File: config.mk
export PLATFORM = sky130hd
export DESIGN_NAME = tt_sweep_ctrl
export DESIGN_NICKNAME = d
export VERILOG_FILES = /design/src/rtl/tt_sweep_pkg.sv /design/src/rtl/tt_settle_timer.sv /design/src/rtl/tt_sweep_ctrl.sv
export SDC_FILE = /design/constraint.sdc
export NUM_CORES = 1
export LEC_CHECK = 0
export BUFFER_PORTS_ARGS = -buffer_cell sky130_fd_sc_hd__buf_4
export CORE_MARGIN = 4
export CORE_UTILIZATION = 57
export CTS_CLUSTER_SIZE = 25
export DETAILED_ROUTE_END_ITERATION = 10
export PLACE_DENSITY = 0.86
export SLEW_MARGIN = 20
export SYNTH_ARGS = -nofsm -noshare
export SYNTH_HDL_FRONTEND = slang
export SYNTH_SLANG_ARGS = --single-unit
File: constraint.sdc
create_clock -name clk -period 3.2 [get_ports clk]
set_input_delay 0.64 -clock clk [delete_from_list [all_inputs] [get_ports clk]]
set_output_delay 0.64 -clock clk [all_outputs]
set_load 0.01 [all_outputs]
File: src/rtl/tt_sweep_pkg.sv
// Shared constants and helpers for the truth-table sweep controller.
// Every file that needs the state codes or the settle counter width imports this package.
package tt_sweep_pkg;

  typedef logic [1:0] state_t;

  localparam state_t ST_IDLE   = 2'd0;
  localparam state_t ST_SETTLE = 2'd1;
  localparam state_t ST_SAMPLE = 2'd2;
  localparam state_t ST_DONE   = 2'd3;

  // SETTLE_CYC is at most 255, so an 8-bit counter is wide enough.
  localparam int SETTLE_CNT_W = 8;

  function automatic int tt_width(input int n);
    return 1 << n;
  endfunction

endpackage

File: src/rtl/tt_settle_timer.sv
// Loadable down-counter for the settle interval.
// It reloads to SETTLE_CYC-1, counts down while enabled, and raises zero on the last settle cycle.
module tt_settle_timer
  import tt_sweep_pkg::*;
#(
  parameter int SETTLE_CYC = 2
) (
  input  logic clk,
  input  logic rst,
  input  logic load,
  input  logic en,
  output logic zero
);

  logic [SETTLE_CNT_W-1:0] cnt_reg;
  logic [SETTLE_CNT_W-1:0] cnt_next;

  always_comb begin
    cnt_next = cnt_reg;
    if (load) begin
      cnt_next = SETTLE_CNT_W'(SETTLE_CYC - 1);
    end else if (en && (cnt_reg != '0)) begin
      cnt_next = cnt_reg - 1'b1;
    end
  end

  always_ff @(posedge clk or posedge rst) begin
    if (rst) begin
      cnt_reg <= '0;
    end else begin
      cnt_reg <= cnt_next;
    end
  end

  assign zero = (cnt_reg == '0);

endmodule

File: src/rtl/tt_sweep_ctrl.sv
// Sweeps all 2**N_IN input vectors into a combinational netlist, captures its output as a
// truth table, and compares the result against a golden table latched when the sweep starts.
module tt_sweep_ctrl
  import tt_sweep_pkg::*;
#(
  parameter  int N_IN       = 4,
  parameter  int SETTLE_CYC = 2,
  localparam int TT_W       = tt_width(N_IN)
) (
  input  logic            clk,
  input  logic            rst,
  input  logic            start,
  input  logic            abort,
  input  logic [TT_W-1:0] expected_tt,
  output logic [N_IN-1:0] dut_in,
  input  logic            dut_out,
  output logic            busy,
  output logic            done,
  output logic            result_valid,
  output logic [TT_W-1:0] tt_out,
  output logic            match,
  output logic [N_IN:0]   mismatch_cnt,
  output logic [N_IN-1:0] first_fail_idx,
  output logic            first_fail_valid
);

  state_t          state_reg, state_next;
  logic [N_IN-1:0] idx_reg, idx_next;
  logic [TT_W-1:0] exp_reg, exp_next;
  logic [TT_W-1:0] tt_reg, tt_next;
  logic            valid_reg, valid_next;
  logic [N_IN:0]   mcnt_reg, mcnt_next;
  logic [N_IN-1:0] ffi_reg, ffi_next;
  logic            ffv_reg, ffv_next;

  logic            in_idle, accept, kill, last_idx, bit_miss;
  logic            timer_load, timer_en, timer_zero;
  logic [TT_W-1:0] idx_sel;

  assign in_idle  = (state_reg == ST_IDLE);
  assign accept   = in_idle && start && !abort;
  assign kill     = !in_idle && abort;
  assign last_idx = (idx_reg == N_IN'(TT_W - 1));
  assign bit_miss = dut_out ^ exp_reg[idx_reg];

  // One-hot decode of the current vector index selects which truth-table bit is written.
  for (genvar gi = 0; gi < TT_W; gi++) begin : g_idx_sel
    assign idx_sel[gi] = (idx_reg == N_IN'(gi));
  end

  always_comb begin
    state_next = state_reg;
    idx_next   = idx_reg;
    exp_next   = exp_reg;
    tt_next    = tt_reg;
    valid_next = valid_reg;
    mcnt_next  = mcnt_reg;
    ffi_next   = ffi_reg;
    ffv_next   = ffv_reg;
    case (state_reg)
      ST_IDLE: begin
        if (accept) begin
          state_next = ST_SETTLE;
          idx_next   = '0;
          exp_next   = expected_tt;
          tt_next    = '0;
          valid_next = 1'b0;
          mcnt_next  = '0;
          ffi_next   = '0;
          ffv_next   = 1'b0;
        end
      end
      ST_SETTLE: begin
        if (timer_zero) state_next = ST_SAMPLE;
      end
      ST_SAMPLE: begin
        tt_next = (tt_reg & ~idx_sel) | (idx_sel & {TT_W{dut_out}});
        if (bit_miss) begin
          mcnt_next = mcnt_reg + 1'b1;
          if (!ffv_reg) begin
            ffi_next = idx_reg;
            ffv_next = 1'b1;
          end
        end
        if (last_idx) begin
          state_next = ST_DONE;
        end else begin
          idx_next   = idx_reg + 1'b1;
          state_next = ST_SETTLE;
        end
      end
      ST_DONE: begin
        valid_next = 1'b1;
        state_next = ST_IDLE;
      end
      default: state_next = ST_IDLE;
    endcase
    // Abort drops the sweep without sampling in the current cycle or publishing results.
    if (kill) begin
      state_next = ST_IDLE;
      idx_next   = '0;
      tt_next    = tt_reg;
      valid_next = valid_reg;
      mcnt_next  = mcnt_reg;
      ffi_next   = ffi_reg;
      ffv_next   = ffv_reg;
    end
  end

  always_ff @(posedge clk or posedge rst) begin
    if (rst) begin
      state_reg <= ST_IDLE;
      idx_reg   <= '0;
      exp_reg   <= '0;
      tt_reg    <= '0;
      valid_reg <= 1'b0;
      mcnt_reg  <= '0;
      ffi_reg   <= '0;
      ffv_reg   <= 1'b0;
    end else begin
      state_reg <= state_next;
      idx_reg   <= idx_next;
      exp_reg   <= exp_next;
      tt_reg    <= tt_next;
      valid_reg <= valid_next;
      mcnt_reg  <= mcnt_next;
      ffi_reg   <= ffi_next;
      ffv_reg   <= ffv_next;
    end
  end

  assign timer_load = (state_next == ST_SETTLE) && (state_reg != ST_SETTLE);
  assign timer_en   = (state_reg == ST_SETTLE);

  tt_settle_timer #(
    .SETTLE_CYC(SETTLE_CYC)
  ) u_settle_timer (
    .clk (clk),
    .rst (rst),
    .load(timer_load),
    .en  (timer_en),
    .zero(timer_zero)
  );

  assign dut_in           = ((state_reg == ST_SETTLE) || (state_reg == ST_SAMPLE)) ? idx_reg : '0;
  assign busy             = !in_idle;
  assign done             = (state_reg == ST_DONE) && !abort;
  assign result_valid     = valid_reg;
  assign tt_out           = tt_reg;
  assign match            = valid_reg && (tt_reg == exp_reg);
  assign mismatch_cnt     = mcnt_reg;
  assign first_fail_idx   = ffi_reg;
  assign first_fail_valid = ffv_reg;

endmodule

# --- After elaboration in Yosys (flattened, before gate mapping) ---
# Cells that the tools add are included.
# Widths: inputs -> output; s select.
totals:
  ff_bits: 57
  inputBits: 21
  wordCells: 95
classes:
  add_sub_neg: 3
  magnitude_cmp: 1
  n_eq_ne: 26
  mux: 26
  n_bitwise: 6
  n_reduce_logical: 24
ops:
  columns: ["operator", "n"]
  rows:
  - ["$and 16x16->16", 2]
  - ["$eq 4x4->1 const B", 8]
  - ["$pmux 16 s2", 1]
  - ["$mux 4", 6]
  - ["$eq 16x16->1", 1]
  - ["$eq 4x3->1 const B", 4]
  - ["$mux 16", 1]
  - ["$mux 8", 2]
  - ["$not 16->16", 1]
  - ["$or 16x16->16", 1]
  - ["$pmux 4 s2", 2]
  - ["$mux 5", 2]
  - ["$pmux 5 s2", 1]
  - ["$reduce_and 3->1", 3]
  - ["$eq 4x2->1 const B", 2]
  - ["$logic_not 8->1", 1]
  - ["$mux 2", 4]
  - ["$pmux 2 s4", 1]
  - ["$reduce_bool 8->1", 1]
  - ["$sub 8x1->8 const B", 1]
  - ["$logic_and 1x1->1", 7]
  - ["$reduce_bool 2->1", 3]
  - ["$add 5x1->5 const B", 1]
  - ["$lt 4x5->1 const B", 1]
  - ["other kinds (21)", 29]

# --- Logic depth before layout (Yosys ltp) ---
# Gate-level depths: netlist of run 1.
logic_depth:
  depth_word: 9
  ltp_mapped: 9

# --- Hierarchy ---
# From an unflattened synthesis of run 1, not the netlist that was laid out.
unflattened:
  cells_unflattened: 327
  area_unflattened_um2: 3331.9
modules_own_cells:
  columns: ["module", "instances", "cells_each", "area_each_um2", "seq_area_each_um2"]
  rows:
  - ["tt_sweep_ctrl", 1, 280, 2870.3, 1226.2]
  - ["tt_settle_timer", 1, 47, 461.7, 200.2]

# --- Least setup slack after synthesis of run 1 ---
# OpenSTA, ideal clock, no wires.
synth_timing:
  kind: "register to register"
  from: "register idx_reg[0]"
  to: "register ffv_reg (netlist: first_fail_valid)"
  setup_ns: 0.125
  arrival_ns: 2.293
  slack_ns: 0.782
  path_stages_with_launch: 7
  n_path_buf: 1
  synth_period_minus_slack_ns: 2.418
  cell_sequence: "dfrtp_1 > buf_6 > mux2_1 > mux4_2 > mux2_4 > nor3_4 > mux2_4"
synth_via:
  elab_chain_len: 5
synth_lines:
  columns: ["element", "line_no", "rtl"]
  rows:
  - ["from (decl)", "tt_sweep_ctrl.sv:28", "logic [N_IN-1:0] idx_reg, idx_next;"]
  - ["from (signal assigned)", "tt_sweep_ctrl.sv:122", "idx_reg <= idx_next;"]
  - ["$bmux 1 s4", "tt_sweep_ctrl.sv:44", "assign bit_miss = dut_out ^ exp_reg[idx_reg];"]
  - ["$mux 1 (implied by the code)", "tt_sweep_ctrl.sv:44", null]
  - ["$xor 1x1->1", "tt_sweep_ctrl.sv:44", null]
  - ["$ne 2x2->1 (no line)", null, null]
  - ["$reduce_and 4->1 (no line)", null, null]
  - ["to (signal assigned)", "tt_sweep_ctrl.sv:128", "ffv_reg <= ffv_next;"]
  - ["to (decl)", "tt_sweep_ctrl.sv:34", "logic ffv_reg, ffv_next;"]
# Every way passes these cells. The select of a mux whose other input is x is not followed.
# A chain may end at the register's enable or synchronous reset.

# --- Final worst setup path of run 1 ---
layout_timing:
  from: "register idx_reg[0]"
  to: "register mcnt_reg[0] (netlist: mismatch_cnt[0])"
layout_via:
  elab_chain_len: 5
layout_lines:
  columns: ["element", "line_no", "rtl"]
  rows:
  - ["$bmux 1 s4", "tt_sweep_ctrl.sv:44", null]
  - ["$mux 1 (implied by the code)", "tt_sweep_ctrl.sv:44", null]
  - ["$xor 1x1->1", "tt_sweep_ctrl.sv:44", null]
  - ["$ne 2x2->1 (no line)", null, null]
  - ["$reduce_and 4->1 (no line)", null, null]
  - ["to (signal assigned)", "tt_sweep_ctrl.sv:126", "mcnt_reg <= mcnt_next;"]
  - ["to (decl)", "tt_sweep_ctrl.sv:32", "logic [N_IN:0] mcnt_reg, mcnt_next;"]
# Every way passes these cells. The select of a mux whose other input is x is not followed.

==> results of run 1 <==
[placed cells by master (no fill, tap or decap), drive strengths merged, types with 5 or more instances in the layout]
master and n:
dfrtp 57, nor2 17, o21ai 11, xnor2 18, a22o 16, nor2b 6
xor2 5, nand2b 5, o31ai 5, ha 11, clkbuf 11, inv 11
and2 8, buf 58, nand3 7, nand2 23, mux2 44
[kinds of logic (layout without fill, tap and decap cells)]
logic type | Yosys count | count (layout) | synth area share
XOR/XNOR | 23 | 23 | 0.0607
multiplexers | 50 | 50 | 0.182
adder cells (fa/ha/maj) | 11 | 11 | 0.0415
AND/OR/NAND/NOR | 90 | 90 | 0.144
AO/OA/AOI/OAI | 48 | 48 | 0.110
buffers and inverters | 26 | 85 | 0.0317
flip-flops | 57 | 57 | 0.430
[final timing paths]
check / from / end / slack, ps
setup / recovery: idx_reg[0] / mismatch_cnt[0] / 450
hold / removal: rst / exp_reg[2] / 350
setup reg to reg: idx_reg[0] / mismatch_cnt[0] / 450
hold reg to reg: first_fail_idx[2] / first_fail_idx[2] / 500
max in group asynchronous: rst / state_reg[1] / 2040
min in group clk: first_fail_idx[2] / first_fail_idx[2] / 500
[stage by stage]
step / cells / hold WS, ps / power (mW) / cell area [sq um] / util
6_report: 436 / 351 / 3.35 / 4020 / 0.722
5_1_grt: 436 / 394 / 3.56 / 4020 / 0.722
4_1_cts: 436 / 362 / 3.36 / 4020 / 0.722
3_5_place_dp: 420 / 487 / 2.50 / 3780 / 0.678
3_3_place_gp: 420 / 486 / 2.44 / 3780 / 0.678
2_1_floorplan: 305 / 502 / 2.13 / 3320 / -
[cell usage after synthesis, types with 4 or more instances]
library cell	n
dfrtp_1	57
mux2_2	35
nand2_1	23
xnor2_1	18
nor2_1	17
a22o_1	16
clkbuf_1	14
ha_1	11
inv_1	11
o21ai_0	10
nand3_1	7
mux2_4	6
nor2b_1	6
and2_1	5
nand2b_1	5
xor2_1	5
a32o_1	4
mux2i_1	4
nand4_1	4
nor4_1	4
o31ai_1	4
[metal layers]
metal,track usage,share of wire,vias up
li1,-,-,1202
met1,0.269,0.42,1241
met2,0.386,0.51,81
met3,0.0628,0.052,23
met4,0.0994,0.022,0
met5,0,0,-
[worst max-delay path, cell delays in order, from the launching register on]
cell and delay (ps):
dfrtp_1 720, mux2_2 390, mux4_2 520, mux2_2 360, nor3_4 320, mux2_4 330
[cell type report]
| type | count | area share |
|---|---|---|
| multi-input combinational | 222 | 0.444 |
| inverter | 11 | 0.0103 |
| tap | 72 | 0.0224 |
| clock inverter | 5 | 0.0255 |
| sequential | 57 | 0.354 |
| clock buffer | 11 | 0.0351 |
| timing repair buffer | 58 | 0.108 |
[where the power goes]
part	switching [mW]	internal, mW
Clock	0.287	0.537
Combinational	0.638	0.665
Sequential	0.292	0.932
==> impl_metrics.env, run 1 <==
export IMPL_run_status="complete, no violations"
export IMPL_fmax_ghz=0.363
export IMPL_grt_max_degree=32
export IMPL_worstSetupPathType="flop to flop"
export IMPL_syn_inst=305
export IMPL_ant_nets=0
export IMPL_seq_area_sq_mm=0.00143
export IMPL_syn_to_final_growth_pct=21.3
export IMPL_dp_worst_setup_slack_ps=458
export IMPL_synth_top_area_share=0.430
export IMPL_clkTransAtPathRegs_ps=70
export IMPL_vias_per_cell=5.84
export IMPL_core_area_sq_mm=0.00557
export IMPL_final_nets=391
export IMPL_grt_ovfl_total=0
export IMPL_yosys_warnings=0
export IMPL_arrival_ps=2980
export IMPL_tritoncts="yes"
export IMPL_async_reset_ff_frac=1.00
export IMPL_cts_htree_levels=3
export IMPL_cp_required_ps=3430
export IMPL_wl_per_cell_microns=17.8
export IMPL_synth_edf_count=0
export IMPL_cts_sinks=57
export IMPL_num_io_pins=55
export IMPL_cts_buffers=9
export IMPL_finalSetupTns_ps=0
export IMPL_antenna_cells=0
export IMPL_setup_violations=0
export IMPL_gp_congestion=0.852
export IMPL_start_util=0.595
export IMPL_drive_gt1_frac=0.343
export IMPL_worst_r2r_cell_count=5
export IMPL_routed_wl_microns=7770
export IMPL_grt_pass1_vias=2623
export IMPL_hold_viol_final=0
export IMPL_maxCapViolCount=0
export IMPL_grt_pass1_wl_microns=12600
export IMPL_fin_worst_skew_ps=10.6
export IMPL_hold_buffers=0
export IMPL_yosysSeqAreaShare=0.430
export IMPL_yosys_area_top_type="dfrtp_1"
export IMPL_via_count=2547
export IMPL_ys_types=46
export IMPL_dieArea_sq_mm=0.00711
export IMPL_synth_area_leaders="dfrtp_1 43%, mux2_2 12%, xnor2_1 4.8%"
export IMPL_rsz0062_at_grt="false"
export IMPL_path_max_fanout=16
export IMPL_cts_setup_buffers=0
export IMPL_synth_fp_nets=337
export IMPL_dr_pass1_iters=4
export IMPL_peakVddDrop_v=0.000662
export IMPL_core_rowCount=27
export IMPL_powerDensity_mw_per_mm2=833
export IMPL_worst_slack_ps=448
export IMPL_clk_latency_ps=340
export IMPL_relSlewSlack=0.580
export IMPL_fin_crit_ps=2750
export IMPL_antenna_found_initial=0
export IMPL_hpwl_microns=5580
export IMPL_cp_end_kind="flop"
export IMPL_io_buffers=54
export IMPL_fill_cells=414
export IMPL_die_y_microns=84.3
export IMPL_multiInputGateArea_sq_mm=0.00179
export IMPL_cts_resized=0
export IMPL_hold_class="input port to asynchronous set/reset pin"
export IMPL_startpoint_type="flop"
export IMPL_grt_use_total=0.227
export IMPL_slew_viol_final=0
export IMPL_avgSynthCellArea_sq_um=10.9
export IMPL_drt_iter0_markers=148
export IMPL_p_leak_nw=1.87
export IMPL_synth_flop_cell="dfrtp_1"
export IMPL_tightest_slew_ps=623
export IMPL_synth_seq_cells=57
export IMPL_cts_root_buf="clkbuf_8"
export IMPL_synth_area_sq_mm=0.00332
export IMPL_die_x_microns=84.3
export IMPL_remaining_drc_errors=0
export IMPL_fin_crit_sh=0.860
export IMPL_clock_path_buffers=2
Note: power is estimated with default switching activity, not from simulation.
==> inputs of run 2 (changes only) <==
MAX_ROUTING_LAYER = met4   (was default)
==> run 2 against run 1 <==
  * Clock skew rose by 1.7 ps
  * Wire length rose by 0.57%
  * Combinational power barely moved
  * Final cell count did not move
  * Global-route usage rose by 0.80 points
  * Count of clock-buffer cells in the layout did not move
  * Hold slack got worse by 3.8 ps
  * Sequential share of layout area did not move
  * Largest power group unchanged
==> impl_metrics.env, run 2 (same netlist as run 1, synthesis figures left out) <==
export IMPL_run_status="complete, no violations"
export IMPL_die_y_microns=84.3
export IMPL_rsz0062_at_grt="false"
export IMPL_crit_top_cell="mux2_2"
export IMPL_cp_end_kind="flop"
export IMPL_reg2reg_setup_slack_ps=430
export IMPL_tritoncts="yes"
export IMPL_p_total_mw=3.36
export IMPL_crit_end="mismatch_cnt[0]"
export IMPL_cp_slowest_cell="dfrtp_1"
export IMPL_drive_gt1_frac=0.343
export IMPL_cts_resized=0
export IMPL_powerDensity_mw_per_mm2=835
export IMPL_grt_pass1_wl_microns=12700
export IMPL_p_int_mw=2.13
export IMPL_cts_setup_buffers=0
export IMPL_p_clk_frac=0.247
export IMPL_reg2reg_from="idx_reg[0]"
export IMPL_peakVddDrop_v=0.000659
export IMPL_grt_use_total=0.235
export IMPL_finalSetupTns_ps=0
export IMPL_slowest_delay_ps=730
export IMPL_dieArea_sq_mm=0.00711
export IMPL_seq_area_sq_mm=0.00143
export IMPL_fin_crit_ps=2770
export IMPL_wl_per_cell_microns=17.9
export IMPL_num_io_pins=55
export IMPL_clock_path_buffers=2
export IMPL_clkTransAtPathRegs_ps=70
export IMPL_antenna_cells=0
export IMPL_grt_most_used_layer="met2"
export IMPL_syn_to_final_growth_pct=21.3
export IMPL_cts_buffers=9
export IMPL_clk_latency_ps=340
export IMPL_final_nets=391
export IMPL_remaining_drc_errors=0
export IMPL_hold_buffers=0
export IMPL_mostFrequentLayoutCells="58 x buf_4, 57 x dfrtp_1, 35 x mux2_2"
export IMPL_path_max_fanout=16
export IMPL_gr_usage_met2=0.387
export IMPL_vias_per_cell=5.81
export IMPL_dr_pass1_iters=4
export IMPL_core_rowCount=27
export IMPL_cp_required_ps=3430
export IMPL_gp_congestion=0.866
export IMPL_fin_crit_sh=0.865
export IMPL_via_count=2533
export IMPL_core_area_sq_mm=0.00557
export IMPL_swShare=0.365
export IMPL_grt_max_degree=32
export IMPL_grt_use_met1=0.270
export IMPL_setup_violations=0
export IMPL_cts_htree_levels=3
export IMPL_slew_viol_final=0
export IMPL_critical_path_cell_chain="mux2_2 -> mux4_2 -> mux2_2 -> nor3_4 -> mux2_4"
export IMPL_cts_sinks=57
export IMPL_arrival_ps=3000
export IMPL_hold_class="input port to asynchronous set/reset pin"
export IMPL_fmax_ghz=0.361
export IMPL_drt_iter0_markers=181
export IMPL_maxCapViolCount=0
export IMPL_hold_viol_final=0
export IMPL_power_frac_seq=0.365
export IMPL_pwr_share_comb=0.388
export IMPL_worst_r2r_cell_count=5
export IMPL_startpoint="idx_reg[0]"
export IMPL_hpwl_microns=5580
export IMPL_fill_cells=414
export IMPL_power_switching_mw=1.22
export IMPL_r2r_end="mismatch_cnt[0]"
export IMPL_final_common_cell="buf_4"
export IMPL_p_leak_nw=1.87
export IMPL_worstSetupPathType="flop to flop"
export IMPL_fin_worst_skew_ps=12.4
export IMPL_io_buffers=54
export IMPL_relSlewSlack=0.573
export IMPL_startpoint_type="flop"
export IMPL_tightest_slew_ps=634
export IMPL_ant_nets=0
export IMPL_antenna_found_initial=0
export IMPL_multiInputGateArea_sq_mm=0.00179
export IMPL_start_util=0.595
export IMPL_routed_wl_microns=7820
export IMPL_die_x_microns=84.3
export IMPL_cts_root_buf="clkbuf_8"
export IMPL_grt_ovfl_total=0
export IMPL_gr_usage_met3=0.0658
export IMPL_grt_pass1_vias=2614
## run 2: power by group through the flow
stage / Combinational, mW / Clock (mW) / Sequential [mW]
2_1_floorplan: 0.997 / 0 / 1.13
3_3_place_gp: 1.23 / 0 / 1.21
3_5_place_dp: 1.28 / 0 / 1.22
4_1_cts: 1.31 / 0.834 / 1.22
5_1_grt: 1.43 / 0.873 / 1.25
6_report: 1.30 / 0.829 / 1.23
## run 2: worst min-delay path by stage
stage,startpoint,end,slack (ps),cells after the start
6_report,rst,exp_reg[6],350,2
5_1_grt,rst,exp_reg[6],400,2
4_1_cts,rst,exp_reg[6],360,2
3_5_place_dp,first_fail_idx[2],first_fail_idx[2],490,1
3_3_place_gp,first_fail_idx[3],first_fail_idx[3],490,1
2_1_floorplan,u_settle_timer.cnt_reg[5],u_settle_timer.cnt_reg[5],500,2
## run 2: layout make-up
| cell class | count | area share |
|---|---|---|
| multi-input combinational | 222 | 0.444 |
| inverter | 11 | 0.0103 |
| sequential | 57 | 0.354 |
| clock buffer | 11 | 0.0351 |
| tap | 72 | 0.0224 |
| clock inverter | 5 | 0.0255 |
| timing repair buffer | 58 | 0.108 |
## run 2: per-layer routing
metal,wire length [microns],vias to the layer above
li1,-,1196
met1,3350,1242
met2,3870,71
met3,403,24
met4,190,0
met5,0,-
## run 2: critical path, delay by kind of cell, from the launching register on
| kind | cells | cell delay, ps |
|---|---|---|
| flops | 1 | 730 |
| simple gates | 1 | 320 |
| mux | 4 | 1600 |
## run 2: per-stage QoR
step           instance area, sq um  std cells  setup WS, ps  utilization  hold slack (ps)
2_1_floorplan                  3320        305           782            -              502
3_3_place_gp                   3780        420           526        0.678              486
3_5_place_dp                   3780        420           458        0.678              487
4_1_cts                        4020        436           446        0.722              362
5_1_grt                        4020        436           339        0.722              397
6_report                       4020        436           432        0.722              348
